**src/rtl/bpu_update_queue.sv**
```systemverilog
// Commit-side update queue for the branch predictor: compacts up to NRET retiring
// branch records per cycle into a circular FIFO and drains one per cycle to bpu.

package config_pkg;
    typedef struct packed {
        int unsigned NRET;
        int unsigned PLEN;
    } cfg_t;

    localparam cfg_t EmptyCfg = '{NRET: 32'd4, PLEN: 32'd32};
endpackage

module bpu_update_queue #(
    parameter config_pkg::cfg_t Cfg   = config_pkg::EmptyCfg,
    parameter int unsigned      DEPTH = 8,
    localparam int unsigned     CNT_W = $clog2(DEPTH + 1)
) (
    input  logic                              clk_i,
    input  logic                              rst_ni,
    input  logic [Cfg.NRET-1:0]               commit_valid_i,
    input  logic [Cfg.NRET-1:0][Cfg.PLEN-1:0] commit_pc_i,
    input  logic [Cfg.NRET-1:0][Cfg.PLEN-1:0] commit_target_i,
    input  logic [Cfg.NRET-1:0]               commit_is_cond_i,
    input  logic [Cfg.NRET-1:0]               commit_taken_i,
    input  logic [Cfg.NRET-1:0]               commit_is_call_i,
    input  logic [Cfg.NRET-1:0]               commit_is_ret_i,
    output logic                              commit_ready_o,
    output logic                              update_valid_o,
    input  logic                              update_ready_i,
    output logic [Cfg.PLEN-1:0]               update_pc_o,
    output logic [Cfg.PLEN-1:0]               update_target_o,
    output logic                              update_is_cond_o,
    output logic                              update_taken_o,
    output logic                              update_is_call_o,
    output logic                              update_is_ret_o,
    output logic [CNT_W-1:0]                  occupancy_o,
    output logic                              overflow_o
);

    localparam int unsigned NRET  = Cfg.NRET;
    localparam int unsigned PLEN  = Cfg.PLEN;
    localparam int unsigned PTR_W = $clog2(DEPTH);

    typedef struct packed {
        logic [PLEN-1:0] pc;
        logic [PLEN-1:0] target;
        logic            is_cond;
        logic            taken;
        logic            is_call;
        logic            is_ret;
    } rec_t;

    rec_t                      mem_q [DEPTH];
    logic [PTR_W-1:0]          rd_ptr_q;
    logic [PTR_W-1:0]          wr_ptr_q;
    logic [CNT_W-1:0]          count_q;
    logic                      overflow_q;

    logic [CNT_W-1:0]          free_c;
    logic [CNT_W-1:0]          n_wr_c;
    logic [CNT_W-1:0]          count_c;
    logic                      drop_c;
    logic                      pop_c;
    logic [NRET-1:0]           lane_wr_c;
    logic [NRET-1:0][PTR_W-1:0] lane_idx_c;
    rec_t [NRET-1:0]           lane_rec_c;
    rec_t                      head_c;

    // Compact valid lanes into consecutive slots; free space ignores a same-cycle pop
    always_comb begin
        free_c     = CNT_W'(DEPTH) - count_q;
        n_wr_c     = '0;
        drop_c     = 1'b0;
        lane_wr_c  = '0;
        lane_idx_c = '0;
        lane_rec_c = '0;
        for (int unsigned i = 0; i < NRET; i++) begin
            lane_rec_c[i] = '{pc:      commit_pc_i[i],
                              target:  commit_target_i[i],
                              is_cond: commit_is_cond_i[i],
                              taken:   commit_taken_i[i],
                              is_call: commit_is_call_i[i],
                              is_ret:  commit_is_ret_i[i]};
            if (commit_valid_i[i]) begin
                if (n_wr_c < free_c) begin
                    lane_wr_c[i]  = 1'b1;
                    lane_idx_c[i] = wr_ptr_q + PTR_W'(n_wr_c);
                    n_wr_c        = n_wr_c + CNT_W'(1);
                end else begin
                    drop_c = 1'b1;
                end
            end
        end
        pop_c   = (count_q != '0) && update_ready_i;
        count_c = count_q + n_wr_c - CNT_W'(pop_c);
    end

    // Record storage is not reset; reads are masked while the queue is empty
    always_ff @(posedge clk_i) begin
        for (int unsigned i = 0; i < NRET; i++) begin
            if (lane_wr_c[i]) begin
                mem_q[lane_idx_c[i]] <= lane_rec_c[i];
            end
        end
    end

    always_ff @(posedge clk_i or negedge rst_ni) begin
        if (!rst_ni) begin
            rd_ptr_q   <= '0;
            wr_ptr_q   <= '0;
            count_q    <= '0;
            overflow_q <= 1'b0;
        end else begin
            rd_ptr_q <= rd_ptr_q + PTR_W'(pop_c);
            wr_ptr_q <= wr_ptr_q + PTR_W'(n_wr_c);
            count_q  <= count_c;
            if (drop_c) begin
                overflow_q <= 1'b1;
            end
        end
    end

    always_comb begin
        head_c = '0;
        if (count_q != '0) begin
            head_c = mem_q[rd_ptr_q];
        end
    end

    assign commit_ready_o   = (CNT_W'(DEPTH) - count_q) >= CNT_W'(NRET);
    assign update_valid_o   = (count_q != '0);
    assign update_pc_o      = head_c.pc;
    assign update_target_o  = head_c.target;
    assign update_is_cond_o = head_c.is_cond;
    assign update_taken_o   = head_c.taken;
    assign update_is_call_o = head_c.is_call;
    assign update_is_ret_o  = head_c.is_ret;
    assign occupancy_o      = count_q;
    assign overflow_o       = overflow_q;

endmodule
```
**config.mk**
```make
export PLATFORM = sky130hd
export DESIGN_NAME = bpu_update_queue
export DESIGN_NICKNAME = d
export VERILOG_FILES = /design/src/rtl/bpu_update_queue.sv
export SDC_FILE = /design/constraint.sdc
export NUM_CORES = 2
export LEC_CHECK = 0
export CORE_UTILIZATION = 45
export CTS_BUF_LIST = sky130_fd_sc_hd__clkbuf_16
export DETAILED_ROUTE_END_ITERATION = 16
export DONT_BUFFER_PORTS = 1
export GPL_TIMING_DRIVEN = 0
export REMOVE_ABC_BUFFERS = 1
export SYNTH_ARGS = -nofsm -noshare
export SYNTH_HDL_FRONTEND = slang
export SYNTH_SLANG_ARGS = --single-unit
export TNS_END_PERCENT = 5
```
**constraint.sdc**
```tcl
create_clock -name clk_i -period 12.27 [get_ports clk_i]
set_clock_uncertainty 0.05 [all_clocks]
set_input_delay 3.0675 -clock clk_i [delete_from_list [all_inputs] [get_ports clk_i]]
set_output_delay 3.0675 -clock clk_i [all_outputs]
set_load 0.03 [all_outputs]
```
==> impl_metrics.csv <==
group,metric,value,unit
layout,areaGrowthSynthToFinish,15.96,%
sta,finalSetupViolCount,0,
sta,max_freq,0.1108,GHz
clock_network,clock_path_buffers,3,
clock_network,cts-root-buf,"clkbuf_16",
layout,fill_cells,7281,
route,met3_length,11090,um
hold_path,hold_path.class,"reg2reg",
setup_path,arrival,9310,ps
floorplanning,die_w,305.6,um
synthesis,yosysWarnings,0,
sta,whs,647.6,ps
route,drt_iter0_markers,2204,
setup_path,end_kind,"flip-flop",
synthesis,synth_area,0.04146,sq mm
layout,layout_common_cells,"mux2_2, edfxtp_1, mux4_2",
layout,diodes,0,
route,num_vias,26750,
synthesis,yosysUniqueCellTypes,50,
route,routed_via_density,6.457,
global_routing,grt_max_degree,47,
synthesis,synth_area_leader_cell,"mux2_2",
global_routing,grt_pass1_vias,28560,
synthesis,syn-instance-count,2878,
sta,slew_headroom,33.28,%
sta,hold_viol_final,0,
clock_network,cts_setup_buffers,0,
floorplanning,io_pins,354,
synthesis,postSynthAreaPerCell,14.41,sq um
synthesis,synth_edf_count,544,
route,wl,144200,um
setup_path,path_class,"in2reg",
clock_network,cts_inserted_buffers,72,
clock_network,path_clk_slew,50,ps
layout,final_util,53.01,%
placed_design,dpl_cell_area,0.04578,sq mm
synthesis,synth_seq_area_share,40.06,%
route,wl_per_cell,34.81,um
layout,post-route-cell-area,0.04808,sq mm
layout,mostFrequentLayoutCell,"mux2_2",
synthesis,synth_top_area_share,42.37,%
global_routing,antenna_found_initial,0,
floorplanning,row_count,110,
floorplanning,dieArea,0.09336,sq mm
setup_path,critPathMaxFanout,16,
setup_path,cp-start-kind,"input port",
clock_network,hold_buffers,0,
route,met2_length,70890,um
sta,finalCritPeriodShare,73.58,%
clock_network,htreeDepth,3,
floorplanning,die_h,305.6,um
route,top_layer_used,"met4",
clock_network,post_cts_resize_count,0,
clock_network,cts_tree,"built",
sta,tns,0,ps
synthesis,synth_ff_type,"edfxtp_1",
status,outcome,"finished clean",
route,drt-met1-wl,58620,um
floorplanning,start_util,45.72,%
route,route.detailed.drc,0,
synthesis,synth_seq_cells,555,
clock_network,insertion_delay,610,ps
global_routing,grt_usage,30.75,%
clock_network,cts_sinks,555,
setup_path,cp.required,12550,ps
sta,drv_slew,0,
placed_design,place_hpwl,104100,um
sta,worst_pin_slew,1001,ps
placed_design,place.gp.congestion,0.7677,
synthesis,async_reset_ff_share,1.982,%
global_routing,grt_pass1_wl,207400,um
sta,finalCriticalPeriod,9029,ps
route,ant_nets,0,
layout,fin_nets,3213,
route,dr.pass1.iters,5,
sta,rsz0062_at_grt,"no",
floorplanning,core_region_area,0.09070,sq mm
global_routing,gr-total-overflow,0,
synthesis,yosys-top-cells-area,"mux2_2, edfxtp_1, mux4_2",
layout,drive_gt1_share,67.68,%
placed_design,port-buffer-count,0,
job,drv_cap,0,
-- routing by layer --
layer	vias up	global-route usage (%)
li1	11450	-
met1	13990	39.18
met2	1069	52.25
met3	244	7.307
met4	0	7.900
met5	-	0
-- cell type report --
class / count / area [sq um] / area share, %
inverters: 22 / 82.58 / 0.1717
clock inverters: 56 / 396.6 / 0.8249
clock buffers: 76 / 1902 / 3.955
repair buffers: 181 / 3670 / 7.632
multi-input cells: 2077 / 23940 / 49.79
well taps: 1176 / 1471 / 3.060
flip-flops and latches: 555 / 16620 / 34.57
-- sequential cells by signal, indices dropped and copies added (netlist names) --
| register | cells |
|---|---|
| rd_ptr_q | 3 |
| mem_q | 544 |
| overflow_o | 1 |
| occupancy_o | 4 |
| wr_ptr_q | 3 |
-- critical path, cell delays in order --
cell and delay [ps]:
o21a_1 660, nand2_1 130, ha_1 240, nand2_1 140
inv_1 90, ha_1 250, nor2_1 100, nand3_1 130
o211ai_4 630, xor2_1 240, ha_1 280, fa_1 410
xor2_1 320, nand3_1 390, a21oi_4 730, buf_16 260
nand3b_1 580, buf_8 270, buf_8 180, buf_8 170
-- cell usage after synthesis (all sizes together) (9+ instances only) --
cell       n
a21oi     12
buf      114
clkbuf   110
dfrtp     11
edfxtp   544
ha        21
inv       22
mux2    1632
mux2i     69
mux4     136
nand2     12
nand3      9
nand3b     9
nor2      91
xnor2     10
-- kinds of logic after synthesis --
| group | Yosys count | share of synthesized area, % |
|---|---|---|
| buf+inv | 246 | 2.619 |
| mux | 1837 | 53.37 |
| xor+xnor | 16 | 0.3379 |
| compound gates | 43 | 0.8540 |
| simple gates | 156 | 1.928 |
| fa+ha+maj | 25 | 0.8268 |
| flops | 555 | 40.06 |
-- worst paths after layout --
kind | startpoint | end | slack [ps] | cells past startpoint
setup / recovery | commit_valid_i[0] | mem_q[0][51]$_DFFE_PP_ | 3240 | 20
hold / removal | overflow_o$_DFFE_PN0P_ | overflow_o$_DFFE_PN0P_ | 650 | 1
setup reg to reg | occupancy_o[0]$_DFF_PN0_ | mem_q[0][51]$_DFFE_PP_ | 3910 | 24
hold reg to reg | overflow_o$_DFFE_PN0P_ | overflow_o$_DFFE_PN0P_ | 650 | 1
max in group asynchronous | rst_ni | rd_ptr_q[0]$_DFF_PN0_ | 9990 | 0
min in group asynchronous | rst_ni | rd_ptr_q[2]$_DFF_PN0_ | 2090 | 0
-- per-stage QoR --
stage / std cells / worst slack, ps
2_1_floorplan: 2654 / 862.1
3_3_place_gp: 3830 / -9438
3_5_place_dp: 4011 / 2643
4_1_cts: 4143 / 3293
5_1_grt: 4143 / 2906
6_report: 4143 / 3241
Power is left out: the tool's default activity adds up to more than one toggle a clock period on the data nets, which glitch-free logic cannot reach.
